### src/rtl/mem_ctrl.sv
// mem_ctrl: round-robin IF/LSB arbiter that sequences 1/2/4-byte requests as byte beats on the RAM/IO bus.
// Define MEM_CTRL_IO_STALL_EN to hold IO-space store beats while io_buffer_full is set.
module mem_ctrl #(
    parameter int                ADDR_W  = 32,
    parameter logic [ADDR_W-1:0] IO_BASE = 32'h00030000
) (
    input  logic              clk,
    input  logic              rst,
    input  logic              rdy,
    input  logic              rollback,
    input  logic              if_req,
    input  logic [ADDR_W-1:0] if_addr,
    output logic              if_done,
    output logic [31:0]       if_inst,
    input  logic              lsb_req,
    input  logic              lsb_ls,
    input  logic [ADDR_W-1:0] lsb_addr,
    input  logic [31:0]       lsb_wdata,
    input  logic [2:0]        lsb_precise,
    output logic              lsb_done,
    output logic [31:0]       lsb_rdata,
    input  logic [7:0]        mem_din,
    output logic [7:0]        mem_dout,
    output logic [ADDR_W-1:0] mem_a,
    output logic              mem_wr,
    input  logic              io_buffer_full
);

    typedef enum logic [2:0] {S_IDLE, S_FETCH, S_LOAD, S_STORE, S_DONE} state_t;
    localparam logic GRANT_IF  = 1'b0;
    localparam logic GRANT_LSB = 1'b1;

    state_t            state_q, state_d;
    logic [2:0]        cnt_q, cnt_d;
    logic [ADDR_W-1:0] addr_q, addr_d;
    logic [31:0]       wdata_q, wdata_d;
    logic [31:0]       buf_q, buf_d;
    logic [2:0]        precise_q, precise_d;
    logic              last_grant_q, last_grant_d;
    logic [ADDR_W-1:0] mem_a_d;
    logic [7:0]        mem_dout_d;
    logic              mem_wr_d, if_done_d, lsb_done_d;
    logic [31:0]       if_inst_d, lsb_rdata_d;

    logic [2:0]        n_beats;
    logic [1:0]        cap_idx;
    logic [ADDR_W-1:0] beat_addr;
    logic              if_ok, grant_lsb, acc_stall, beat_stall;

    function automatic logic [2:0] beats_of(input logic [1:0] sz);
        case (sz)
            2'b00:   return 3'd1;
            2'b01:   return 3'd2;
            default: return 3'd4;
        endcase
    endfunction

    function automatic logic [31:0] extend(input logic [31:0] w, input logic [2:0] pr);
        case (pr)
            3'b000:  return {{24{w[7]}}, w[7:0]};
            3'b001:  return {{16{w[15]}}, w[15:0]};
            3'b100:  return {24'b0, w[7:0]};
            3'b101:  return {16'b0, w[15:0]};
            default: return w;
        endcase
    endfunction

    assign n_beats   = (state_q == S_FETCH) ? 3'd4 : beats_of(precise_q[1:0]);
    // In read states cnt_q lags the issued beat by one, so it indexes the byte arriving now.
    assign cap_idx   = 2'(cnt_q - 3'd1);
    assign beat_addr = addr_q + ADDR_W'(cnt_q);
    assign if_ok     = if_req && !rollback;
    assign grant_lsb = lsb_req && (!if_ok || last_grant_q == GRANT_IF);

`ifdef MEM_CTRL_IO_STALL_EN
    assign acc_stall  = io_buffer_full && (lsb_addr >= IO_BASE);
    assign beat_stall = io_buffer_full && (beat_addr >= IO_BASE);
`else
    logic unused_io_full;
    assign unused_io_full = io_buffer_full;
    assign acc_stall      = 1'b0;
    assign beat_stall     = 1'b0;
`endif

    always_comb begin
        state_d      = state_q;
        cnt_d        = cnt_q;
        addr_d       = addr_q;
        wdata_d      = wdata_q;
        buf_d        = buf_q;
        precise_d    = precise_q;
        last_grant_d = last_grant_q;
        mem_a_d      = '0;
        mem_dout_d   = '0;
        mem_wr_d     = 1'b0;
        if_done_d    = 1'b0;
        lsb_done_d   = 1'b0;
        if_inst_d    = if_inst;
        lsb_rdata_d  = lsb_rdata;
        case (state_q)
            S_IDLE: begin
                if (grant_lsb) begin
                    last_grant_d = GRANT_LSB;
                    addr_d       = lsb_addr;
                    wdata_d      = lsb_wdata;
                    precise_d    = lsb_precise;
                    buf_d        = '0;
                    cnt_d        = 3'd0;
                    if (lsb_ls) begin
                        state_d = S_LOAD;
                        mem_a_d = lsb_addr;
                    end else begin
                        state_d = S_STORE;
                        if (!acc_stall) begin
                            mem_wr_d   = 1'b1;
                            mem_a_d    = lsb_addr;
                            mem_dout_d = lsb_wdata[7:0];
                            cnt_d      = 3'd1;
                        end
                    end
                end else if (if_ok) begin
                    last_grant_d = GRANT_IF;
                    addr_d       = if_addr;
                    buf_d        = '0;
                    cnt_d        = 3'd0;
                    state_d      = S_FETCH;
                    mem_a_d      = if_addr;
                end
            end
            S_FETCH, S_LOAD: begin
                if (state_q == S_FETCH && rollback) begin
                    state_d = S_IDLE;
                end else begin
                    if (cnt_q + 3'd1 < n_beats)
                        mem_a_d = addr_q + ADDR_W'(cnt_q + 3'd1);
                    if (cnt_q != 3'd0)
                        buf_d[{cap_idx, 3'b000} +: 8] = mem_din;
                    if (cnt_q == n_beats) begin
                        state_d = S_DONE;
                        if (state_q == S_FETCH) begin
                            if_done_d = 1'b1;
                            if_inst_d = buf_d;
                        end else begin
                            lsb_done_d  = 1'b1;
                            lsb_rdata_d = extend(buf_d, precise_q);
                        end
                    end
                    cnt_d = cnt_q + 3'd1;
                end
            end
            S_STORE: begin
                // cnt_q counts beats already put on the bus; the last one commits this cycle.
                if (cnt_q == n_beats) begin
                    state_d    = S_DONE;
                    lsb_done_d = 1'b1;
                end else if (!beat_stall) begin
                    mem_wr_d   = 1'b1;
                    mem_a_d    = beat_addr;
                    mem_dout_d = wdata_q[{cnt_q[1:0], 3'b000} +: 8];
                    cnt_d      = cnt_q + 3'd1;
                end
            end
            S_DONE:  state_d = S_IDLE;
            default: state_d = S_IDLE;
        endcase
    end

    always_ff @(posedge clk) begin
        if (rst) begin
            state_q      <= S_IDLE;
            cnt_q        <= '0;
            addr_q       <= '0;
            wdata_q      <= '0;
            buf_q        <= '0;
            precise_q    <= '0;
            last_grant_q <= GRANT_IF;
            mem_a        <= '0;
            mem_dout     <= '0;
            mem_wr       <= 1'b0;
            if_done      <= 1'b0;
            lsb_done     <= 1'b0;
            if_inst      <= '0;
            lsb_rdata    <= '0;
        end else if (rdy) begin
            state_q      <= state_d;
            cnt_q        <= cnt_d;
            addr_q       <= addr_d;
            wdata_q      <= wdata_d;
            buf_q        <= buf_d;
            precise_q    <= precise_d;
            last_grant_q <= last_grant_d;
            mem_a        <= mem_a_d;
            mem_dout     <= mem_dout_d;
            mem_wr       <= mem_wr_d;
            if_done      <= if_done_d;
            lsb_done     <= lsb_done_d;
            if_inst      <= if_inst_d;
            lsb_rdata    <= lsb_rdata_d;
        end
    end

endmodule
### config.mk
export PLATFORM = sky130hd
export DESIGN_NAME = mem_ctrl
export DESIGN_NICKNAME = d
export VERILOG_FILES = /design/src/rtl/mem_ctrl.sv
export SDC_FILE = /design/constraint.sdc
export NUM_CORES = 1
export LEC_CHECK = 0
export CORE_ASPECT_RATIO = 0.75
export CORE_MARGIN = 2
export CORE_UTILIZATION = 58
export DETAILED_ROUTE_END_ITERATION = 12
export DONT_BUFFER_PORTS = 1
export GPL_ROUTABILITY_DRIVEN = 0
export GPL_TIMING_DRIVEN = 0
export PLACE_DENSITY = 0.76
export SETUP_SLACK_MARGIN = 0.15
export SYNTH_ARGS = -nofsm -noshare
export SYNTH_HDL_FRONTEND = slang
export SYNTH_SLANG_ARGS = --single-unit
### constraint.sdc
create_clock -name clk -period 3.1 [get_ports clk]
set_input_delay 0.62 -clock clk [delete_from_list [all_inputs] [get_ports clk]]
set_output_delay 0.62 -clock clk [all_outputs]
set_load 0.02 [all_outputs]
==> results of run 1 <==
[metrics by stage]
| step | setup slack, ps | setup TNS [ps] | instances |
|---|---|---|---|
| 2_1_floorplan | 177.2 | 0 | 1381 |
| 3_3_place_gp | -629.5 | -38740 | 1628 |
| 3_5_place_dp | -692.5 | -41800 | 1628 |
| 4_1_cts | 136.0 | 0 | 1689 |
| 5_1_grt | 99.90 | 0 | 1698 |
| 6_report | 143.9 | 0 | 1698 |
[critical path, stage by stage (launching register included)]
cell      delay [ps]
dfxtp_4          350
buf_4            160
ha_1             270
xor2_1           170
ha_1             330
a211oi_2         240
o21ai_2          100
buf_4            160
buf_4            160
o311ai_0         360
o311ai_0         230
o221ai_1         180
a22o_1           170
[power by group through the flow]
| stage | combinational, mW | sequential (mW) | clock (mW) |
|---|---|---|---|
| floorplan | 0.672 | 3.06 | 0 |
| global placement | 0.916 | 3.10 | 0 |
| detailed placement | 0.933 | 3.10 | 0 |
| CTS | 1.02 | 3.04 | 2.69 |
| global route | 1.20 | 3.06 | 2.80 |
| finish | 1.13 | 3.05 | 2.68 |
[worst paths after layout]
path,start,cells past startpoint,to
min,lsb_precise[1],2,precise_q[1]
min reg2reg,wdata_q[7],2,wdata_q[7]
max reg2reg,cnt_q[0],12,mem_a[10]
max,cnt_q[0],12,mem_a[10]
[metal layers]
metal / GRT usage, % / vias up
li1: - / 5116
met1: 52.45 / 5298
met2: 53.22 / 856
met3: 17.00 / 164
met4: 14.21 / 0
met5: 0 / -
[placed cells by master, fill, tap and decap left out, types with 11 or more instances in the layout]
master	synthesis	layout
nand2_1	225	225
dfxtp_1	213	210
nor2_1	146	144
a21oi_1	143	143
clkbuf_1	87	80
a211oi_1	72	60
o21ai_0	45	42
nor3_1	38	35
nand3_1	31	31
buf_4	4	30
nand2b_1	27	26
clkbuf_16	0	25
xor2_1	22	22
a221oi_1	17	17
inv_1	17	16
buf_2	23	16
a311oi_1	15	15
a22oi_1	14	14
a211oi_2	0	12
nand4_1	12	12
o31ai_1	11	11
[area by class of cell]
class / instances / area share (%)
Buffer: 118 / 5.143
Clock buffer: 34 / 5.252
Clock inverter: 5 / 0.5035
Inverter: 18 / 0.5627
Multi-Input combinational cell: 1030 / 49.75
Sequential cell: 213 / 33.73
Tap cell: 247 / 2.438
Timing Repair Buffer: 33 / 2.616
[repair_timing]
action | CTS | global route
pin swaps | 11 | 13
setup buffers | 21 | 10
gates resized for setup | 71 | 46
endpoints found under the setup margin | 108 | 92
cloned | 2 | 0
[cells by family after synthesis]
logic type               after synthesis  synth area share (%)
flip-flops                           213                 39.19
buffers and inverters                138                 5.244
XOR/XNOR                              27                 2.173
adder cells (fa/ha/maj)               14                 1.748
AND/OR/NAND/NOR                      561                 23.78
AO/OA/AOI/OAI                        407                 25.00
multiplexers                          21                 2.863
[flip-flops by register name, indices dropped and copies added, names as in the netlist]
name / flops
addr_q: 32
buf_q: 32
if_inst: 32
lsb_rdata: 32
mem_a: 32
wdata_q: 32
mem_dout: 8
cnt_q: 3
precise_q: 3
state_q: 3
if_done: 1
last_grant_q: 1
lsb_done: 1
mem_wr: 1
==> reports/results.txt, run 1 <==
Clock network power share -> 39.1%
Footprint of the multi-input gates -> 0.006306 mm^2
Yosys cell types -> 74
Sw Share -> 29.79%
Fill cells -> 1501
Area Overhead vs Synth -> 16.49%
WP data arrival -> 3410 ps
Crit-path max FO -> 7
Overflow after GRT -> 0
Ant. Diodes -> 0
Hold crit path type -> input pin to flip-flop
Crit path time final -> 2956 ps
Pint -> 4.816 mW
Post-Route WL -> 40390 um
I/O Buffers -> 0
DR vias -> 11434
VDD IR-drop max -> 0.4195 mV
Via density -> 6.734
Syn. warnings -> 0
Post-route cell area -> 0.01267 mm^2
Power density over cell area -> 541.2 mW/mm^2
Top FF cell, synth -> dfxtp_1
Final Util -> 68.68%
First-pass GRT wire length -> 59200 um
Post-Syn Nets -> 1510
Tot Pwr -> 6.859 mW
Root buffer cell -> clkbuf_16
Synth async-reset ratio -> 0%
CTS Buffer Depth -> 3
Synthesized flop and latch total -> 213
Max Cap Viol -> 0
Status -> finished, final reports clean
Number of global-route vias before repair -> 10483
Synthesized area per cell -> 7.879 um^2
Drt initial violations -> 1508
Post-synth top area share -> 39.19%
Placed cell areas -> 0.01120 mm^2
Post-synth top area cell -> dfxtp_1
Fin Clk Skew -> 18.76 ps
Synth cell count leaders -> nand2_1 (225), dfxtp_1 (213), nor2_1 (146)
Pins Over Slew Limit -> 0
Number of synthesized flops with an enable pin -> 0
Max Freq -> 0.3383 GHz
Post-synthesis sequential area ratio -> 39.19%
Register area -> 0.004275 mm^2
CP Launch Type -> flip-flop
Max-slew headroom -> 37.78%
Layout Nets -> 1565
Wire length per cell -> 23.79 um
Synth Cell Area -> 0.01088 mm^2
DRC Markers -> 0
WL met2 -> 15790 um
Worst Path Required -> 3550 ps
Fin crit share -> 95.36%
Row count -> 43
Logic pwr share -> 16.5%
Largest net degree at the start of global routing -> 14
Clock sink total -> 213
Skew-Pair Late Insertion Delay -> 520 ps
Sw Pwr -> 2.044 mW
Antenna violations before repair -> 0
Final Hold Fails -> 0
CP Capture Type -> flip-flop
Clk pin slew, worst setup/hold paths -> 60 ps
# setup viols final -> 0
Max Used Layer -> met4
Wl on met1 -> 15950 um
HPWL after DPL -> 27880 um
CTS H-tree lvls -> 1
Full die area -> 0.01988 mm^2
Die Height -> 122.6 um
Total GRT Usage -> 38.38%
Hold slack -> 224.6 ps
Unrepaired setup endpoints after global routing -> no
Crit path kind -> flip-flop to flip-flop
Ranking of synthesized cells by area -> dfxtp_1 (39%), nand2_1 (7.8%), a21oi_1 (6.6%)
Cts hold-fix bufs -> 0
Core area -> 0.01845 mm^2
TritonCTS clock tree -> yes
Met3 wire length -> 6983 um
Post-Synthesis Cells -> 1381
Sequential power share -> 44.4%
Antenna-violating nets left -> 0
Tightest Pin Transition -> 933.3 ps
Leak Pwr -> 4.327 nW
Starting Density -> 58.96%
Setup slack, reg-to-reg -> 140 ps
Total CTS buffers -> 22
I/O pins -> 222
Die width -> 162.2 um
Share of cells above drive strength 1 -> 11.78%
DRT Pass-1 Iters -> 8
Most common cell in the netlist -> nand2_1
Note: power is estimated with default switching activity, not from simulation.
==> inputs of run 2 (changes only) <==
--- a/config.mk
+++ b/config.mk
@@ -8,6 +8,7 @@
 export CORE_ASPECT_RATIO = 0.75
 export CORE_MARGIN = 2
 export CORE_UTILIZATION = 58
+export CTS_CLUSTER_SIZE = 25
 export DETAILED_ROUTE_END_ITERATION = 12
 export DONT_BUFFER_PORTS = 1
 export GPL_ROUTABILITY_DRIVEN = 0
==> results of run 2 <==
The final DEF is identical to that of run 1; final timing and power are the same.
